### src/rtl/csel_wide_add_seq_if.sv
// csel_wide_add_seq_if: start/busy/done operand and result bundle for the wide adder sequencer
// master drives start, sub, a, b, cin; slave returns busy, done, sum, cout, ovf
interface csel_wide_add_seq_if #(parameter int WORDS = 4);
   localparam int W = 16 * WORDS;
   logic         start, sub, cin, busy, done, cout, ovf;
   logic [W-1:0] a, b, sum;
   modport master (output start, sub, a, b, cin, input busy, done, sum, cout, ovf);
   modport slave (input start, sub, a, b, cin, output busy, done, sum, cout, ovf);
endinterface

### src/rtl/csel_wide_add_seq.sv
// csel_wide_add_seq: 16*WORDS-bit add/sub computed one 16-bit slice per cycle on one carry-select adder
// clk, rst (async, active-high); io.start/sub/a/b/cin in; io.busy/done/sum/cout/ovf out, all registered
module c_select16bit (
   input  logic [15:0] a,
   input  logic [15:0] b,
   input  logic        cin,
   output logic [15:0] s,
   output logic        cout
);
   logic [4:0] c;
   assign c[0] = cin;
   for (genvar i = 0; i < 4; i++) begin : g_blk
      logic [4:0] r0, r1;
      // both carry hypotheses are computed up front; the incoming carry only selects
      assign r0 = {1'b0, a[4*i +: 4]} + {1'b0, b[4*i +: 4]};
      assign r1 = r0 + 5'd1;
      assign s[4*i +: 4] = c[i] ? r1[3:0] : r0[3:0];
      assign c[i+1] = c[i] ? r1[4] : r0[4];
   end
   assign cout = c[4];
endmodule

module csel_wide_add_seq #(parameter int WORDS = 4) (
   input logic clk,
   input logic rst,
   csel_wide_add_seq_if.slave io
);
   localparam int W = 16 * WORDS;
   localparam int IW = $clog2(WORDS);
   typedef enum logic [1:0] {IDLE, RUN, DONE} state_t;
   state_t        state_q, state_d;
   logic [W-1:0]  opa, opb;
   logic [W-17:0] acc;
   logic [IW-1:0] idx;
   logic [15:0]   s;
   logic          carry, co, last, take;
   c_select16bit u_add (.a(opa[16*idx +: 16]), .b(opb[16*idx +: 16]), .cin(carry), .s(s), .cout(co));
   always_comb begin
      last = idx == IW'(WORDS - 1);
      take = io.start && state_q != RUN;
      state_d = take ? RUN : state_q == RUN ? (last ? DONE : RUN) : IDLE;
   end
   always_ff @(posedge clk or posedge rst) begin
      if (rst) begin
         state_q <= IDLE;
         opa     <= '0;
         opb     <= '0;
         acc     <= '0;
         idx     <= '0;
         carry   <= 1'b0;
         io.busy <= 1'b0;
         io.done <= 1'b0;
         io.sum  <= '0;
         io.cout <= 1'b0;
         io.ovf  <= 1'b0;
      end else begin
         state_q <= state_d;
         io.busy <= state_d == RUN;
         io.done <= state_d == DONE;
         if (take) begin
            // subtract is a + ~b + 1, so the carry seeds with 1 and cin is dropped
            opa   <= io.a;
            opb   <= io.sub ? ~io.b : io.b;
            carry <= io.sub | io.cin;
            idx   <= '0;
         end else if (state_q == RUN) begin
            carry <= co;
            idx   <= idx + 1'b1;
            if (last) begin
               // top slice goes straight to the result, so acc never holds it
               io.sum  <= {s, acc};
               io.cout <= co;
               io.ovf  <= (opa[W-1] == opb[W-1]) && (s[15] != opa[W-1]);
            end else begin
               acc[16*idx +: 16] <= s;
            end
         end
      end
   end
endmodule

### src/flat_wrapper.sv
// flat-port wrapper written by rule: the top's interface ports become plain ports
module csel_wide_add_seq_flat 
#(parameter int WORDS = 4)
  (clk, rst, io_start, io_sub, io_a, io_b, io_cin, io_busy, io_done, io_sum, io_cout, io_ovf);
  csel_wide_add_seq_if #(.WORDS(WORDS)) io_i ();
  input logic clk;
  input logic rst;
  input wire logic [$bits(io_i.start)-1:0] io_start;
  input wire logic [$bits(io_i.sub)-1:0] io_sub;
  input wire logic [$bits(io_i.a)-1:0] io_a;
  input wire logic [$bits(io_i.b)-1:0] io_b;
  input wire logic [$bits(io_i.cin)-1:0] io_cin;
  output wire logic [$bits(io_i.busy)-1:0] io_busy;
  output wire logic [$bits(io_i.done)-1:0] io_done;
  output wire logic [$bits(io_i.sum)-1:0] io_sum;
  output wire logic [$bits(io_i.cout)-1:0] io_cout;
  output wire logic [$bits(io_i.ovf)-1:0] io_ovf;
  assign io_i.start = io_start;
  assign io_i.sub = io_sub;
  assign io_i.a = io_a;
  assign io_i.b = io_b;
  assign io_i.cin = io_cin;
  assign io_busy = io_i.busy;
  assign io_done = io_i.done;
  assign io_sum = io_i.sum;
  assign io_cout = io_i.cout;
  assign io_ovf = io_i.ovf;
  csel_wide_add_seq #(.WORDS(WORDS)) u_core (.clk(clk), .rst(rst), .io(io_i));
endmodule
### config.mk
export PLATFORM = sky130hd
export DESIGN_NAME = csel_wide_add_seq_flat
export DESIGN_NICKNAME = d
export VERILOG_FILES = /design/src/rtl/csel_wide_add_seq_if.sv /design/src/rtl/csel_wide_add_seq.sv /design/src/flat_wrapper.sv
export SDC_FILE = /design/constraint.sdc
export NUM_CORES = 1
export LEC_CHECK = 0
export BUFFER_PORTS_ARGS = -buffer_cell sky130_fd_sc_hd__buf_2
export CAP_MARGIN = 20
export CORE_MARGIN = 4
export CORE_UTILIZATION = 51
export DETAILED_ROUTE_END_ITERATION = 8
export GPL_TIMING_DRIVEN = 1
export PLACE_DENSITY = 0.86
export SYNTH_ARGS = -nofsm -noshare
export SYNTH_HDL_FRONTEND = slang
export SYNTH_SLANG_ARGS = --single-unit
export TNS_END_PERCENT = 10
### constraint.sdc
create_clock -name clk -period 6.7 [get_ports clk]
set_input_delay 0 -clock clk [delete_from_list [all_inputs] [get_ports clk]]
set_output_delay 0 -clock clk [all_outputs]
set_load 0.02 [all_outputs]
==> impl.org <==
** Pwr
- Maximum ir drop on the vdd rail :: 0.000361 V
- Power per cell area :: 574 nW/um^2
- The analysis attributes to cell leakage a power of 7.16 nW.

** Yosys
- Syn_area_per_cell :: 11.2 sq um
- Counting flops and latches in the post-synthesis netlist gives 248.
- Most frequently used flop master after synthesis :: sky130_fd_sc_hd__dfrtp_1
- Yosys Warn Count :: 0
- Number of synthesized flops with an enable pin :: 0
- The netlist uses 42 different library cells.
- For this run, asynchronously set or reset flops after synthesis account for 100%.
- In the synthesized netlist, the number of instances is 1012.
- Area of the mapped netlist :: 11300 sq um
- Fraction of the yosys area taken by sequential cells :: 54.9%
- Synthesized net count :: 1174

** Flow run
- Across the run, the number of max-cap violations was 0.

** Clock tree
- The tree built by TritonCTS fans out to 248 sinks.
- Maximum number of buffers from clock root to sink :: 3
- Clock edge transition at the registers on the reported setup and hold paths :: 0.06 ns
- The later pin in the worst-skew pair is clocked with a latency of 0.54 ns.
- Cts bufs inserted :: 27
- Root Buffer Master :: sky130_fd_sc_hd__clkbuf_16
- TritonCTS built the clock tree.
- H-tree Lvls :: 1

** Routing
- The count of nets left with antenna violations once routing finished came out at 0.
- In the routed design, unresolved DRC markers number 0.
- Drt first pass iters :: 5
- Iteration-0 DRC count of the detailed router :: 664
- Per-cell routed wire length :: 19.8 microns
- Drt via density :: 5.43
- The routed layout has 8800 vias.
- For this block, the routed nets add up to 32200 microns of wire.

** Worst setup path
- In this run the number of cells on the critical path is 12.
- In this run the worst setup path begins at u_core.idx[0].
- Slowest-stage cell, CP :: sky130_fd_sc_hd__dfrtp_2
- The signal on the critical path passes through buf_4 -> mux4_2 -> ha_1 -> xnor2_1 -> or4b_1 -> o21ai_1 -> and4b_1 -> a2111oi_4 -> o21bai_1 -> and2_4 -> xor2_2 -> mux2_4.
- STA classifies the critical path startpoint as a register.
- In this design, the stage delay of the slowest critical-path cell is 0.76 ns.
- Data on the critical path arrives at its endpoint at 5.15 ns.
- Crit Path Class :: register to register
- Depth of the worst register-to-register path :: 12
- Highest fanout seen on the critical path :: 22
- Crit-path leading delay family :: simple AND/OR/NAND/NOR gates
- Required time of the critical path :: 7.11 ns
- Worst setup EP type :: register
- The worst register-to-register path begins at u_core.idx[0].
- The number of buffers and inverters on the critical path is 1.

** Floorplanning
- In this run the core area contains 54 standard-cell rows.
- Core Box Area :: 21800 sq um
- I/O pins :: 201
- For this configuration, the core starts out at a cell density of 51.8%.
- Floorplan die height :: 157 microns
- Full die area :: 24600 sq um
- The die is 157 microns wide.

** Place
- Count of port buffers added during placement :: 200
- The number of placed instances, taps included, is 1441.
- The wire-length estimate of the detail-placed layout is 18600 microns.
- GPL Wtd Cong :: 0.793

** Finish
- In the final design database the tool counted 1483 nets.
- Fill cells in the final layout number 1529.
- Leaving out filler cells and counting taps, the final layout contains 1620.
- Flip-flop and latch area :: 6210 sq um
- Area Overhead vs Synth :: 30.9%
- The post-route netlist has 26.8% of its cells at a drive strength greater than 1.
- Multi-input logic area :: 4830 sq um

** GRT
- Initial antenna violation count :: 1
- The first global-routing pass estimated 50900 microns of wire.
- Entering global routing, the biggest net connects 172 pins.
- The total overflow left after global routing is 0.
- Global routing used 26.4% of the available tracks.
- GR Layer Usage met2 :: 46.2%
- For this run, global-route usage on met1 was measured as 33.9%.
- The global routing stage identified its most utilized layer as met2.
- For met3 alone, demand over resource in global routing was 4.34%.
- Via count of the first global-routing pass :: 9300

** STA
- After layout, the minimum clock period comes to 4.74 ns.
- For the pin with the worst max-slew slack, the measured transition is 1.01 ns.
- Setup violations remaining at the end of the flow were counted as 0.
- The number of hold violations in the final report came to 0.
- In this run the tightest slew margin relative to its limit is 32.5%.
- Setup repair after global routing left no endpoint under its margin.
- Highest clock frequency the design can meet :: 211 MHz
- Summed over all failing endpoints, the final setup total negative slack is 0 ns.
- Share of the clock period used by the worst path :: 70.8%
- Clk_skew :: 0.0204 ns
- Final slew viol count :: 0

** Outcome
- Outcome :: complete, no violations

** Worst hold path
- The worst hold path belongs to the class input pin to asynchronous set/reset pin.
final cells by class:
class | instances | area share, %
Antenna cell | 1 | 0.0169
Clock buffer | 37 | 5.30
Clock inverter | 10 | 1.26
Inverter | 12 | 0.330
Multi-Input combinational cell | 695 | 32.7
Sequential cell | 248 | 42.0
Tap cell | 280 | 2.37
Timing Repair Buffer | 337 | 16.0
registers in the layout, indices dropped and copies added, names as in the netlist:
register	cells
u_core.state_q	2
u_core.idx	2
u_core.io.cout	1
u_core.opb	64
u_core.carry	1
u_core.io.sum	64
u_core.acc	48
u_core.opa	64
u_core.io.ovf	1
u_core.io.done	1
report_power, final:
group          internal [W]  switching (W)
Combinational       0.00167        0.00253
Sequential          0.00217       0.000500
Clock               0.00101       0.000613
worst reg2reg max path, cell delays in order (launching register included):
cell	delay, ns
sky130_fd_sc_hd__dfrtp_2	0.76
sky130_fd_sc_hd__buf_4	0.50
sky130_fd_sc_hd__mux4_2	0.57
sky130_fd_sc_hd__ha_1	0.39
sky130_fd_sc_hd__xnor2_1	0.23
sky130_fd_sc_hd__or4b_1	0.53
sky130_fd_sc_hd__o21ai_1	0.12
sky130_fd_sc_hd__and4b_1	0.33
sky130_fd_sc_hd__a2111oi_4	0.38
sky130_fd_sc_hd__o21bai_1	0.19
sky130_fd_sc_hd__and2_4	0.22
sky130_fd_sc_hd__xor2_2	0.17
sky130_fd_sc_hd__mux2_4	0.26
metrics by stage:
| step | power [W] | util, % | cell area (sq um) | worst slack, ns | hold slack, ns |
|---|---|---|---|---|---|
| floorplan | 0.00549 | - | 11300 | 1.66 | 0.0982 |
| global placement | 0.00647 | 57.3 | 12500 | 2.05 | 0.233 |
| detailed placement | 0.00668 | 57.3 | 12500 | 1.96 | 0.236 |
| CTS | 0.00839 | 67.7 | 14800 | 1.94 | 0.214 |
| global route | 0.00901 | 67.8 | 14800 | 1.62 | 0.241 |
| finish | 0.00849 | 67.8 | 14800 | 1.96 | 0.235 |
cells in the mapped netlist (4+ instances only):
cell | instances | area share [%]
sky130_fd_sc_hd__nand2_1 | 284 | 9.4
sky130_fd_sc_hd__dfrtp_1 | 248 | 55
sky130_fd_sc_hd__o21ai_0 | 115 | 5.1
sky130_fd_sc_hd__xnor2_1 | 75 | 5.8
sky130_fd_sc_hd__mux2_2 | 64 | 6.4
sky130_fd_sc_hd__clkbuf_1 | 42 | 1.4
sky130_fd_sc_hd__mux4_2 | 32 | 6.4
sky130_fd_sc_hd__ha_1 | 25 | 2.8
sky130_fd_sc_hd__buf_1 | 13 | 0.43
sky130_fd_sc_hd__inv_1 | 11 | 0.37
sky130_fd_sc_hd__a22o_1 | 10 | 0.78
sky130_fd_sc_hd__nor2_1 | 10 | 0.33
sky130_fd_sc_hd__xor2_1 | 10 | 0.78
sky130_fd_sc_hd__a21oi_1 | 9 | 0.40
sky130_fd_sc_hd__a21o_1 | 8 | 0.53
sky130_fd_sc_hd__o21ai_1 | 8 | 0.35
sky130_fd_sc_hd__nand3_1 | 6 | 0.27
sky130_fd_sc_hd__nand4_1 | 5 | 0.28
sky130_fd_sc_hd__fa_1 | 4 | 0.71
sky130_fd_sc_hd__nor3_1 | 4 | 0.18
routing by layer:
layer  wire, microns  up-vias
met3            2400       78
met5               0        -
li1                -     4027
met1           12400     4288
met4            1060        0
met2           16300      407
cells in the final DEF, fill, tap and decap left out, drive strengths merged, types with 2 or more instances in the layout:
master       synthesis  layout
dfrtp              248     248
nand2              284     284
nor3                 4       4
or3                  2       2
bufinv               0       5
nand2b               3       3
and3                 3       3
dlygate4sd3          0     131
nand3                6       6
nand4                5       5
ha                  25      25
o21ai              123     123
a21o                 8       8
and4b                2       2
mux2                65      65
clkinv               0       3
inv                 12      13
mux4                32      32
a21oi                9       9
clkbuf              42      37
buf                 15     206
mux2i                4       4
fa                   4       4
xnor2               75      75
a22o                10      10
nor2                10      10
xor2                11      11
kinds of logic (layout without fill, tap and decap cells):
family          Yosys count  after routing  synth area share [%]
compound gates          155            155                  7.65
fa+ha+maj                29             29                  3.48
xor+xnor                 86             86                  6.73
simple gates            324            324                  11.6
flops                   248            248                  54.9
mux                     101            101                  13.3
buf+inv                  69            396                  2.37
other cells               0              1                     0
path summary, 6_finish.rpt:
| kind | end | slack [ns] |
|---|---|---|
| min in group clk | u_core.opa[23] | 0.24 |
| setup / recovery | u_core.io.sum[60] | 1.96 |
| hold / removal | u_core.io.sum[23] | 0.24 |
| setup reg to reg | u_core.io.sum[60] | 1.96 |
| hold reg to reg | u_core.io.sum[38] | 0.47 |
| max in group asynchronous | u_core.opb[55] | 4.81 |
repair_timing:
| item | 4_1_cts | 5_1_grt |
|---|---|---|
| buffers inserted | 0 | 0 |
| resized for setup | 0 | 0 |
| hold buffers | 131 | 0 |
| endpoints found under the hold margin | 302 | 0 |
Note: power is estimated with default switching activity, not from simulation.
